`src/rtl/spi_xfer_ctrl_if.sv`:
```
// Bundle between the SPI transaction controller, its two requesters and the
// shared SPI byte engine.
//
// Handshakes: req is a level; the controller answers with a one-hot gnt held
// for the whole burst. byte_rd pulses once per byte when tx_dataN has been
// captured, and the requester must show the next byte by the following cycle.
// spi_wr is a load strobe that is issued only after spi_idle was seen high.
// spi_done_tick is a completion pulse, and the controller accepts it only
// while a byte is in flight. rx_valid and xfer_done are 1-cycle pulses with no
// back-pressure.
interface spi_xfer_ctrl_if #(
  parameter int LEN_W = 4
);
  logic [1:0]       req;
  logic [LEN_W-1:0] len0;
  logic [LEN_W-1:0] len1;
  logic [7:0]       dvsr0;
  logic [7:0]       dvsr1;
  logic [7:0]       tx_data0;
  logic [7:0]       tx_data1;
  logic [1:0]       gnt;
  logic             byte_rd;
  logic [7:0]       rx_data;
  logic             rx_valid;
  logic             xfer_done;
  logic [1:0]       ss_n;
  logic [7:0]       spi_din;
  logic [7:0]       spi_dvsr;
  logic             spi_wr;
  logic [7:0]       spi_dout;
  logic             spi_done_tick;
  logic             spi_idle;

  // Controller side
  modport slave (
    input  req, len0, len1, dvsr0, dvsr1, tx_data0, tx_data1,
    input  spi_dout, spi_done_tick, spi_idle,
    output gnt, byte_rd, rx_data, rx_valid, xfer_done, ss_n,
    output spi_din, spi_dvsr, spi_wr
  );

  // Requesters and engine side
  modport master (
    output req, len0, len1, dvsr0, dvsr1, tx_data0, tx_data1,
    output spi_dout, spi_done_tick, spi_idle,
    input  gnt, byte_rd, rx_data, rx_valid, xfer_done, ss_n,
    input  spi_din, spi_dvsr, spi_wr
  );
endinterface

```
`src/rtl/spi_xfer_ctrl.sv`:
```
// Two-port round-robin transaction controller in front of a shared SPI byte
// engine. It grants one requester, drives its slave select around a burst of
// len+1 bytes, and returns every received byte to that requester.
module spi_xfer_ctrl #(
  parameter int LEN_W  = 4,
  parameter int CS_GAP = 2
) (
  input  logic            clk,
  input  logic            reset,
  spi_xfer_ctrl_if.slave  bus,
  output logic [2:0]      dbg_state
);

  typedef enum logic [2:0] {
    ST_IDLE  = 3'd0,
    ST_SETUP = 3'd1,
    ST_LOAD  = 3'd2,
    ST_WAIT  = 3'd3,
    ST_HOLD  = 3'd4
  } state_t;

  // The gap counter counts CS_GAP-1 down to 0, so CS_GAP cycles in total.
  localparam int GAP_W = (CS_GAP > 1) ? $clog2(CS_GAP) : 1;
  localparam logic [GAP_W-1:0] GAP_LOAD = GAP_W'(CS_GAP - 1);

  state_t           state_q, state_d;
  logic [1:0]       gnt_q, gnt_d;
  logic [1:0]       ss_n_q, ss_n_d;
  logic             spi_wr_q, spi_wr_d;
  logic             byte_rd_q, byte_rd_d;
  logic             rx_valid_q, rx_valid_d;
  logic             xfer_done_q, xfer_done_d;
  logic [7:0]       rx_data_q, rx_data_d;
  logic [7:0]       spi_din_q, spi_din_d;
  logic [7:0]       spi_dvsr_q, spi_dvsr_d;
  logic [LEN_W-1:0] cnt_q, cnt_d;
  logic [GAP_W-1:0] gap_q, gap_d;
  logic             ptr_q, ptr_d;   // requester favoured when both ask

  logic             any_req;
  logic             win;
  logic [7:0]       win_dvsr;

  assign any_req = |bus.req;

  // Round-robin choice: a lone requester wins outright, a tie goes to ptr_q.
  always_comb begin
    win = ptr_q;
    if (bus.req == 2'b01) begin
      win = 1'b0;
    end else if (bus.req == 2'b10) begin
      win = 1'b1;
    end
    win_dvsr = win ? bus.dvsr1 : bus.dvsr0;
  end

  // State register and all registered outputs.
  always_ff @(posedge clk) begin
    if (reset) begin
      state_q     <= ST_IDLE;
      gnt_q       <= 2'b00;
      ss_n_q      <= 2'b11;
      spi_wr_q    <= 1'b0;
      byte_rd_q   <= 1'b0;
      rx_valid_q  <= 1'b0;
      xfer_done_q <= 1'b0;
      rx_data_q   <= 8'h00;
      spi_din_q   <= 8'h00;
      spi_dvsr_q  <= 8'h01;
      cnt_q       <= '0;
      gap_q       <= '0;
      ptr_q       <= 1'b0;
    end else begin
      state_q     <= state_d;
      gnt_q       <= gnt_d;
      ss_n_q      <= ss_n_d;
      spi_wr_q    <= spi_wr_d;
      byte_rd_q   <= byte_rd_d;
      rx_valid_q  <= rx_valid_d;
      xfer_done_q <= xfer_done_d;
      rx_data_q   <= rx_data_d;
      spi_din_q   <= spi_din_d;
      spi_dvsr_q  <= spi_dvsr_d;
      cnt_q       <= cnt_d;
      gap_q       <= gap_d;
      ptr_q       <= ptr_d;
    end
  end

  // Next-state logic for the burst sequencer.
  always_comb begin
    state_d = state_q;
    case (state_q)
      ST_IDLE:  if (any_req) state_d = ST_SETUP;
      ST_SETUP: if (gap_q == '0) state_d = ST_LOAD;
      ST_LOAD:  if (bus.spi_idle) state_d = ST_WAIT;
      ST_WAIT: begin
        if (bus.spi_done_tick) begin
          state_d = (cnt_q == '0) ? ST_HOLD : ST_LOAD;
        end
      end
      ST_HOLD:  if (gap_q == '0) state_d = ST_IDLE;
      default:  state_d = ST_IDLE;
    endcase
  end

  // Output and datapath updates; strobes default low so they last one cycle.
  always_comb begin
    gnt_d       = gnt_q;
    ss_n_d      = ss_n_q;
    spi_wr_d    = 1'b0;
    byte_rd_d   = 1'b0;
    rx_valid_d  = 1'b0;
    xfer_done_d = 1'b0;
    rx_data_d   = rx_data_q;
    spi_din_d   = spi_din_q;
    spi_dvsr_d  = spi_dvsr_q;
    cnt_d       = cnt_q;
    gap_d       = gap_q;
    ptr_d       = ptr_q;
    case (state_q)
      ST_IDLE: begin
        if (any_req) begin
          gnt_d      = win ? 2'b10 : 2'b01;
          ss_n_d     = win ? 2'b01 : 2'b10;
          cnt_d      = win ? bus.len1 : bus.len0;
          // A divider of zero would stall the engine, so it runs at 1 instead.
          spi_dvsr_d = (win_dvsr == 8'h00) ? 8'h01 : win_dvsr;
          gap_d      = GAP_LOAD;
        end
      end
      ST_SETUP: begin
        if (gap_q != '0) gap_d = gap_q - GAP_W'(1);
      end
      ST_LOAD: begin
        if (bus.spi_idle) begin
          spi_din_d = gnt_q[1] ? bus.tx_data1 : bus.tx_data0;
          spi_wr_d  = 1'b1;
          byte_rd_d = 1'b1;
        end
      end
      ST_WAIT: begin
        if (bus.spi_done_tick) begin
          rx_data_d  = bus.spi_dout;
          rx_valid_d = 1'b1;
          if (cnt_q == '0) begin
            gap_d = GAP_LOAD;
          end else begin
            cnt_d = cnt_q - LEN_W'(1);
          end
        end
      end
      ST_HOLD: begin
        if (gap_q == '0) begin
          gnt_d       = 2'b00;
          ss_n_d      = 2'b11;
          xfer_done_d = 1'b1;
          // Having served requester 0 means requester 1 is favoured next.
          ptr_d       = gnt_q[0];
        end else begin
          gap_d = gap_q - GAP_W'(1);
        end
      end
      default: ;
    endcase
  end

  assign bus.gnt       = gnt_q;
  assign bus.ss_n      = ss_n_q;
  assign bus.spi_wr    = spi_wr_q;
  assign bus.byte_rd   = byte_rd_q;
  assign bus.rx_valid  = rx_valid_q;
  assign bus.xfer_done = xfer_done_q;
  assign bus.rx_data   = rx_data_q;
  assign bus.spi_din   = spi_din_q;
  assign bus.spi_dvsr  = spi_dvsr_q;
  assign dbg_state     = state_q;

endmodule
```
`src/flat_wrapper.sv`:
```
// flat-port wrapper written by rule: the top's interface ports become plain ports
module spi_xfer_ctrl_flat 
#(
  parameter int LEN_W  = 4,
  parameter int CS_GAP = 2
)
  (clk, reset, dbg_state, bus_req, bus_len0, bus_len1, bus_dvsr0, bus_dvsr1, bus_tx_data0, bus_tx_data1, bus_spi_dout, bus_spi_done_tick, bus_spi_idle, bus_gnt, bus_byte_rd, bus_rx_data, bus_rx_valid, bus_xfer_done, bus_ss_n, bus_spi_din, bus_spi_dvsr, bus_spi_wr);
  spi_xfer_ctrl_if #(.LEN_W(LEN_W)) bus_i ();
  input  logic clk;
  input  logic reset;
  output logic [2:0] dbg_state;
  input wire logic [$bits(bus_i.req)-1:0] bus_req;
  input wire logic [$bits(bus_i.len0)-1:0] bus_len0;
  input wire logic [$bits(bus_i.len1)-1:0] bus_len1;
  input wire logic [$bits(bus_i.dvsr0)-1:0] bus_dvsr0;
  input wire logic [$bits(bus_i.dvsr1)-1:0] bus_dvsr1;
  input wire logic [$bits(bus_i.tx_data0)-1:0] bus_tx_data0;
  input wire logic [$bits(bus_i.tx_data1)-1:0] bus_tx_data1;
  input wire logic [$bits(bus_i.spi_dout)-1:0] bus_spi_dout;
  input wire logic [$bits(bus_i.spi_done_tick)-1:0] bus_spi_done_tick;
  input wire logic [$bits(bus_i.spi_idle)-1:0] bus_spi_idle;
  output wire logic [$bits(bus_i.gnt)-1:0] bus_gnt;
  output wire logic [$bits(bus_i.byte_rd)-1:0] bus_byte_rd;
  output wire logic [$bits(bus_i.rx_data)-1:0] bus_rx_data;
  output wire logic [$bits(bus_i.rx_valid)-1:0] bus_rx_valid;
  output wire logic [$bits(bus_i.xfer_done)-1:0] bus_xfer_done;
  output wire logic [$bits(bus_i.ss_n)-1:0] bus_ss_n;
  output wire logic [$bits(bus_i.spi_din)-1:0] bus_spi_din;
  output wire logic [$bits(bus_i.spi_dvsr)-1:0] bus_spi_dvsr;
  output wire logic [$bits(bus_i.spi_wr)-1:0] bus_spi_wr;
  assign bus_i.req = bus_req;
  assign bus_i.len0 = bus_len0;
  assign bus_i.len1 = bus_len1;
  assign bus_i.dvsr0 = bus_dvsr0;
  assign bus_i.dvsr1 = bus_dvsr1;
  assign bus_i.tx_data0 = bus_tx_data0;
  assign bus_i.tx_data1 = bus_tx_data1;
  assign bus_i.spi_dout = bus_spi_dout;
  assign bus_i.spi_done_tick = bus_spi_done_tick;
  assign bus_i.spi_idle = bus_spi_idle;
  assign bus_gnt = bus_i.gnt;
  assign bus_byte_rd = bus_i.byte_rd;
  assign bus_rx_data = bus_i.rx_data;
  assign bus_rx_valid = bus_i.rx_valid;
  assign bus_xfer_done = bus_i.xfer_done;
  assign bus_ss_n = bus_i.ss_n;
  assign bus_spi_din = bus_i.spi_din;
  assign bus_spi_dvsr = bus_i.spi_dvsr;
  assign bus_spi_wr = bus_i.spi_wr;
  spi_xfer_ctrl #(.LEN_W(LEN_W), .CS_GAP(CS_GAP)) u_core (.clk(clk), .reset(reset), .bus(bus_i), .dbg_state(dbg_state));
endmodule
```
`config.mk`:
```
export PLATFORM = sky130hd
export DESIGN_NAME = spi_xfer_ctrl_flat
export DESIGN_NICKNAME = d
export VERILOG_FILES = /design/src/rtl/spi_xfer_ctrl_if.sv /design/src/rtl/spi_xfer_ctrl.sv /design/src/flat_wrapper.sv
export SDC_FILE = /design/constraint.sdc
export NUM_CORES = 1
export LEC_CHECK = 0
export BUFFER_PORTS_ARGS = -buffer_cell sky130_fd_sc_hd__buf_2
export CAP_MARGIN = 10
export CELL_PAD_IN_SITES_DETAIL_PLACEMENT = 2
export CELL_PAD_IN_SITES_GLOBAL_PLACEMENT = 2
export CORE_ASPECT_RATIO = 0.6
export CORE_MARGIN = 8
export CORE_UTILIZATION = 25
export CTS_CLUSTER_SIZE = 30
export DETAILED_ROUTE_END_ITERATION = 12
export GPL_TIMING_DRIVEN = 0
export PLACE_DENSITY = 0.83
export SYNTH_ARGS = -nofsm -noshare
export SYNTH_HDL_FRONTEND = slang
export SYNTH_SLANG_ARGS = --single-unit
```
`constraint.sdc`:
```
create_clock -name clk -period 2.01 [get_ports clk]
set_clock_uncertainty 0.2 [all_clocks]
set_input_delay 0.1005 -clock clk [delete_from_list [all_inputs] [get_ports clk]]
set_output_delay 0.1005 -clock clk [all_outputs]
set_load 0.01 [all_outputs]
```
# Yosys cells after proc, flatten, opt, wreduce, memory -nomap -nowiden
# Index checks and enable logic that the tools add are counted.
# word_totals
out_inout_bits	35
ff_bits	40
elab_cells	83
input_bits	54
# op_classes
eq_ne	13
n_bitwise	4
mux	33
n_reduce_logical	19
addsub	2
# ops
op	count
$mux 8	3
$mux 3	6
$mux 4	4
$pmux 3 s5	1
$mux 2	6
$ne 2x2->1 const B	5
$reduce_or 2->1	5
$mux 1	9
$logic_not 8->1	1
$pmux 2 s2	2
$pmux 4 s2	1
$reduce_and 2->1	4
$reduce_and 4->1	2
$eq 3x2->1 const B	2
$reduce_and 5->1	1
$logic_not 4->1	1
$ne 2x1->1 const B	2
$not 1->1	4
$reduce_bool 2->1	2
$sub 4x1->4 const B	1
$eq 3x1->1 const B	1
$eq 3x3->1 const B	1
$logic_not 3->1	1
$pmux 1 s3	1
5 further kinds	5

# Depth between registers and ports, before layout
# Gate-level depths: netlist of the first run.
# logic_depth
ltp_word	6
mapped_depth	7
mapped_depth_nobuf	7

# Worst setup path after synthesis of the first run
# OpenSTA, ideal clock, no wires.
# synth_timing
path_kind	reg-to-reg
from	register u_core.cnt_q[0]
to	register u_core.cnt_q[0]
arrival_ns	1.481
synth_period_minus_slack_ns	1.752
required_ns	1.739
path_buffers	0
path_slack_ns	0.258
path_stages_with_launch	8
cell_sequence	dfxtp_1 inv_1 ha_1 nor3b_1 o32ai_1 nand2_2 or3_1 a21oi_1
# synth_via
elab_chain_cells	4
# synth_lines
item	line	source
start: declaration	spi_xfer_ctrl.sv:36	logic [LEN_W-1:0] cnt_q, cnt_d;
start signal: assignment	spi_xfer_ctrl.sv:84	cnt_q <= cnt_d;
$sub 4x1->4	spi_xfer_ctrl.sv:149	cnt_d = cnt_q - LEN_W'(1);
$mux 4	spi_xfer_ctrl.sv:146	if (cnt_q == '0) begin
$mux 4	spi_xfer_ctrl.sv:143	if (bus.spi_done_tick) begin
$pmux 4 s2	spi_xfer_ctrl.sv:121	case (state_q)
# Several ways; a longest one is shown, not always the timed one. The select of a mux whose other input is x is not followed.
# A chain may end at the register's enable or synchronous reset.

# Worst setup path after layout of the first run
# Ends and elaborated chain as after synthesis.

==> impl_metrics.tcl, run 1 <==
set metrics [dict create \
    antenna_found_initial 0 \
    die_area_um2 10440 \
    clockBufferDepth 2 \
    synthDistinctLibCells 36 \
    synth-edff-count 0 \
    ios 89 \
    clkSinkCount 40 \
    mostFrequentLayoutCells "buf_2 (90), dfxtp_1 (38), nor2_1 (30), dlygate4sd3_1 (30), nand2_1 (27)" \
    num_antenna_cells 0 \
    crit_required_ps 2000 \
    crit_fanout 4 \
    relSlewSlack_pct 54.68 \
    slew_violations 0 \
    period_minus_slack_ps 1892 \
    wl_per_cell_um 17.66 \
    p_leak_nw 1.264 \
    multi_input_area_um2 965.9 \
    yosysSeqAreaShare_pct 43.57 \
    finalNetCount 393 \
    via_per_inst 4.772 \
    cpPeakStageDelay_ps 360 \
    num_vias 2052 \
    ant_nets 0 \
    status "completed" \
    grt_max_degree 13 \
    synthToLayoutAreaGrowth_pct 58.00 \
    gp_congestion 0.8221 \
    syn_inst 210 \
    avgSynthCellArea_um2 8.752 \
    max_cap_viol_count 0 \
    grt_pass1_vias 2285 \
    critPathKind "reg -> reg" \
    synth.ff_latch_count 40 \
    grt_usage_pct 14.79 \
    port_buffers 88 \
    rows 24 \
    die_w_um 126.7 \
    htreeDepth 2 \
    fin_crit_sh_pct 94.12 \
    synth-main-ff-cell "dfxtp_1" \
    worst_pin_slew_ps 679.9 \
    synth_area_um2 1838 \
    hpwl_um 5690 \
    core_um2 7207 \
    grt_overflow 0 \
    crit_path_end_kind "flop" \
    synthArstFlopShare_pct 0 \
    firstDrtPassIters 4 \
    fmax_mhz 528.6 \
    clk_latency_ps 280 \
    cp_cell_sequence "inv_1 > ha_1 > nor3b_4 > o32ai_2 > nand2_2 > or3_1 > a21oi_1" \
    slowest_stage "or3_1" \
    dpl.cell_count 389 \
    cts_root_buffer "clkbuf_16" \
    ir_drop_mv 0.3784 \
    layout_commonest_cell "buf_2" \
    hold_violations 0 \
    syn_nets 265 \
    drt_wl_total_um 7595 \
    start_util_pct 25.50 \
    tns_ps 0 \
    route.detailed.drc 0 \
    rsz0062_at_grt "no" \
    cp.arrival_ps 1880 \
    min_path_type "in -> reg" \
    die_h_um 82.42 \
    cts.reportedPaths.clkPinSlew_ps 60 \
    p_per_area_nw_per_um2 850.9 \
    path_delay_family "simple AND/OR/NAND/NOR gates" \
    tritoncts "yes" \
    setup_viol 0 \
    tritoncts.num_buffers 5 \
    fillers 828 \
    drtIter0Drc 50 \
    cp.buffers_inverters 1 \
    finalNonFillerCells 430 \
    drive_above_1_share_pct 34.51 \
    yosysWarningCount 0 \
    seq_area_um2 803.3 \
    grt_pass1_wl_um 12120 \
    critPathLaunchType "flop" \
]
-- cell families (layout without fill, tap and decap cells) --
kind of cell | count (synthesis) | count (layout) | share of synthesized area [%]
muxes | 22 | 22 | 12.12
buffers and inverters | 19 | 148 | 5.242
DFF | 40 | 40 | 43.57
and+or+nand+nor | 78 | 78 | 20.08
xor gates and xnor gates | 1 | 1 | 0.4766
AOI/OAI and AO/OA | 48 | 48 | 17.22
adders and majority gates | 2 | 2 | 1.293
-- sequential cells by signal, summed over array words and instances (netlist names) --
| signal | flops |
|---|---|
| u_core.bus.spi_dvsr | 8 |
| u_core.bus.spi_din | 8 |
| u_core.bus.xfer_done | 1 |
| u_core.gap_q | 1 |
| u_core.bus.rx_data | 8 |
| u_core.ptr_q | 1 |
| u_core.dbg_state | 3 |
| u_core.bus.spi_wr | 1 |
| u_core.bus.gnt | 2 |
| u_core.bus.rx_valid | 1 |
| u_core.bus.ss_n | 2 |
| u_core.cnt_q | 4 |
-- through the flow --
step | instance area (um^2) | power [mW] | utilization, % | setup slack (ps) | hold WS, ps
floorplan | 1838 | 1.320 | - | 258.3 | 36.48
global placement | 2392 | 1.539 | 33.19 | -51.65 | 146.3
detailed placement | 2392 | 1.573 | 33.19 | -118.1 | 161.2
CTS | 2867 | 2.455 | 39.77 | 29.52 | 1.350
global route | 2904 | 2.618 | 40.30 | 12.00 | 17.97
finish | 2904 | 2.471 | 40.30 | 118.1 | 0.9212
-- cell usage after synthesis, types with 3 or more instances --
cell,n,area [um^2]
nor2_1,30,112.6
nor4_1,3,18.77
o21ai_0,5,25.02
nor3_1,4,20.02
a21oi_1,16,80.08
o32ai_1,3,26.28
a211oi_1,16,120.1
buf_4,4,30.03
clkbuf_1,5,18.77
mux2i_1,20,200.2
dfxtp_1,40,800.8
nand3_1,3,15.01
inv_1,7,26.28
nand2_1,27,101.4
-- metal layers --
layer  up-vias  global-route usage [%]  part of all wire [%]
met3         6                   5.962                   7.9
met5         -                       0                     0
met1       974                   18.13                    46
met4         0                   3.538                  0.87
met2        66                   24.19                    45
li1       1006                       -                     -
-- worst min-delay path, delay by kind of cell --
kind                   cells  cell delay [ps]
AOI/OAI and AO/OA          1               90
buffers and inverters      1              100
muxes                      1              140
-- what timing repair did --
item / 4_1_cts / 5_1_grt
hold buffers: 30 / 0
setup buffers: 1 / 2
resized for setup: 1 / 5
endpoints found under the hold margin: 22 / 0
endpoints found under the setup margin: 2 / 16
pin swaps: 1 / 1
-- worst paths after layout --
check                                     startpoint                                  to  slack (ps)  depth (start not counted)
setup / recovery        u_core.cnt_q[0]$_SDFFE_PP0P_        u_core.cnt_q[0]$_SDFFE_PP0P_         120                          7
hold / removal                       bus_tx_data0[4]  u_core.bus.spi_din[4]$_SDFFE_PP0P_         0.9                          3
setup reg to reg        u_core.cnt_q[0]$_SDFFE_PP0P_        u_core.cnt_q[0]$_SDFFE_PP0P_         120                          7
hold reg to reg   u_core.bus.rx_data[1]$_SDFFE_PP0P_  u_core.bus.rx_data[1]$_SDFFE_PP0P_         260                          2
-- where the power goes --
group | leakage [nW] | internal [mW] | switching (mW)
clock | 0.0766 | 0.489 | 0.313
sequential | 0.328 | 0.883 | 0.0748
combinational | 0.859 | 0.340 | 0.371
-- cell type report --
| class | instances | share of cell area [%] |
|---|---|---|
| Buffer | 12 | 2.413 |
| Multi-Input combinational cell | 151 | 33.26 |
| Tap cell | 91 | 3.921 |
| Inverter | 7 | 0.9048 |
| Timing Repair Buffer | 121 | 26.71 |
| Clock buffer | 6 | 4.782 |
| Sequential cell | 40 | 27.66 |
| Clock inverter | 2 | 0.3447 |
Power figures use the tool's default switching activity.
==> run 2, diff against run 1 <==
--- a/config.mk
+++ b/config.mk
@@ -14,8 +14,8 @@
 export CORE_UTILIZATION = 25
 export CTS_CLUSTER_SIZE = 30
 export DETAILED_ROUTE_END_ITERATION = 12
-export GPL_TIMING_DRIVEN = 0
 export PLACE_DENSITY = 0.83
+export SLEW_MARGIN = 5
 export SYNTH_ARGS = -nofsm -noshare
 export SYNTH_HDL_FRONTEND = slang
 export SYNTH_SLANG_ARGS = --single-unit
==> constraint.sdc (replaced) <==
create_clock -name clk -period 2.05 [get_ports clk]
set_clock_uncertainty 0.2 [all_clocks]
set_input_delay 0.1025 -clock clk [delete_from_list [all_inputs] [get_ports clk]]
set_output_delay 0.1025 -clock clk [all_outputs]
set_load 0.01 [all_outputs]
==> run 2 against run 1 <==
  * The flow now finishes with violations (negative hold slack)
  * Critical path depth unchanged
  * First-iteration DRC count increased by 86%
  * Die area unchanged
  * Final cell count decreased by 1.4%
  * Wire length decreased by 5.0%
  * Core utilization decreased by 0.56 points
  * Worst hold slack got worse by 7.5 ps
  * Total power decreased by 0.19%
  * Combinational power decreased by 10%
  * Critical endpoint unchanged
  * Largest power group unchanged
==> impl_metrics.tcl, run 2 (same netlist as run 1, synthesis figures left out) <==
set metrics [dict create \
    grt_pass1_wl_um 11980 \
    tritoncts.num_buffers 5 \
    ios 89 \
    violations "negative hold slack" \
    mostFrequentLayoutCells "buf_2 (88), dfxtp_1 (39), nor2_1 (30)" \
    p_leak_nw 1.251 \
    start_util_pct 25.50 \
    ir_drop_mv 0.2910 \
    grt_usage_pct 14.44 \
    utilization_pct 39.74 \
    wl_per_cell_um 17.01 \
    max_cap_viol_count 0 \
    crit_required_ps 2060 \
    period_minus_slack_ps 1929 \
    grt_pass1_vias 2262 \
    htreeDepth 2 \
    num_vias 2003 \
    antenna_found_initial 0 \
    clockBufferDepth 2 \
    tritoncts "yes" \
    slew_violations 0 \
    cp.arrival_ps 1930 \
    hold_violations 2 \
    num_antenna_cells 0 \
    fmax_mhz 518.4 \
    rsz0062_at_grt "no" \
    die_h_um 82.42 \
    gp_congestion 0.7375 \
    cts_root_buffer "clkbuf_16" \
    drive_above_1_share_pct 34.23 \
    status "finished, violations left" \
    critPathKind "reg -> reg" \
    min_path_type "in -> reg" \
    die_w_um 126.7 \
    relSlewSlack_pct 64.09 \
    finalNonFillerCells 424 \
    grt_max_degree 27 \
    die_area_um2 10440 \
    core_um2 7207 \
    fillers 805 \
    drtIter0Drc 93 \
    firstDrtPassIters 4 \
    port_buffers 88 \
    synthToLayoutAreaGrowth_pct 55.82 \
    crit_fanout 4 \
    via_per_inst 4.724 \
    route.detailed.drc 0 \
    worst_pin_slew_ps 538.6 \
    drt_wl_total_um 7212 \
    finalNetCount 387 \
    rows 24 \
    dpl.cell_count 385 \
    critPathLaunchType "flop" \
    hpwl_um 5256 \
    clk_latency_ps 280 \
    whs_ps -6.571 \
    clkSinkCount 40 \
    setup_viol 0 \
    ant_nets 0 \
    layout_commonest_cell "buf_2" \
    cts.reportedPaths.clkPinSlew_ps 60 \
    p_per_area_nw_per_um2 861.2 \
    grt_overflow 0 \
    fin_crit_sh_pct 94.10 \
    crit_path_end_kind "flop" \
]
==> run 2: final cells by class <==
type	count	area [um^2]	share of cell area (%)
flip-flops and latches	40	802.0	28.00
repair buffers	127	805.8	28.13
clock buffers	6	128.9	4.500
clock inverters	2	35.03	1.223
well taps	91	113.9	3.976
inverters	7	26.28	0.9174
multi-input cells	151	952.2	33.25
==> run 2: final timing paths <==
path	startpoint	end	slack [ps]	cells after the start
setup reg to reg	u_core.cnt_q[0]$_SDFFE_PP0P_	u_core.cnt_q[0]$_SDFFE_PP0P_	120	7
setup / recovery	u_core.cnt_q[0]$_SDFFE_PP0P_	u_core.cnt_q[0]$_SDFFE_PP0P_	120	7
hold / removal	bus_tx_data1[0]	u_core.bus.spi_din[0]$_SDFFE_PP0P_	-7	3
hold reg to reg	u_core.bus.rx_data[1]$_SDFFE_PP0P_	u_core.bus.rx_data[1]$_SDFFE_PP0P_	250	2
==> run 2: layer usage <==
| layer | wire length, um | vias up | track usage (%) |
|---|---|---|---|
| met3 | 603 | 9 | 5.769 |
| met1 | 3315 | 936 | 17.53 |
| met4 | 82 | 0 | 4.127 |
| li1 | - | 990 | - |
| met2 | 3211 | 68 | 23.61 |
| met5 | 0 | - | 0 |
==> run 2: through the flow <==
| step | setup slack (ps) | area [um^2] | hold slack [ps] | power [mW] | setup TNS [ps] |
|---|---|---|---|---|---|
| after detailed placement | -58.53 | 2382 | 164.4 | 1.529 | -95.94 |
| after floorplan | 298.3 | 1838 | 38.48 | 1.294 | 0 |
| after CTS | 92.25 | 2856 | 0.07924 | 2.499 | 0 |
| after global placement | 187.6 | 2382 | 150.0 | 1.494 | 0 |
| after global routing | 12.09 | 2864 | 20.64 | 2.621 | 0 |
| final | 120.9 | 2864 | -6.571 | 2.466 | 0 |
==> run 2: power by group <==
group	internal (mW)	switching (mW)	leakage [nW]
combinational	0.307	0.331	0.843
clock	0.572	0.307	0.0808
sequential	0.865	0.0842	0.328
==> run 2: repair_timing <==
action                                  CTS  global route
gates resized for setup                   1             2
hold buffers                             29             0
buffers inserted                          2             0
hold endpoints to repair                 21             0
pin swaps                                 1             0
endpoints found under the setup margin    2             4
==> run 2: critical path, cell delays in order (launching register included) <==
cell and delay, ps:
dfxtp_1 360, inv_1 60, ha_1 220, nor3b_4 180
o32ai_1 170, nand2_2 130, or3_1 380, a21oi_1 160
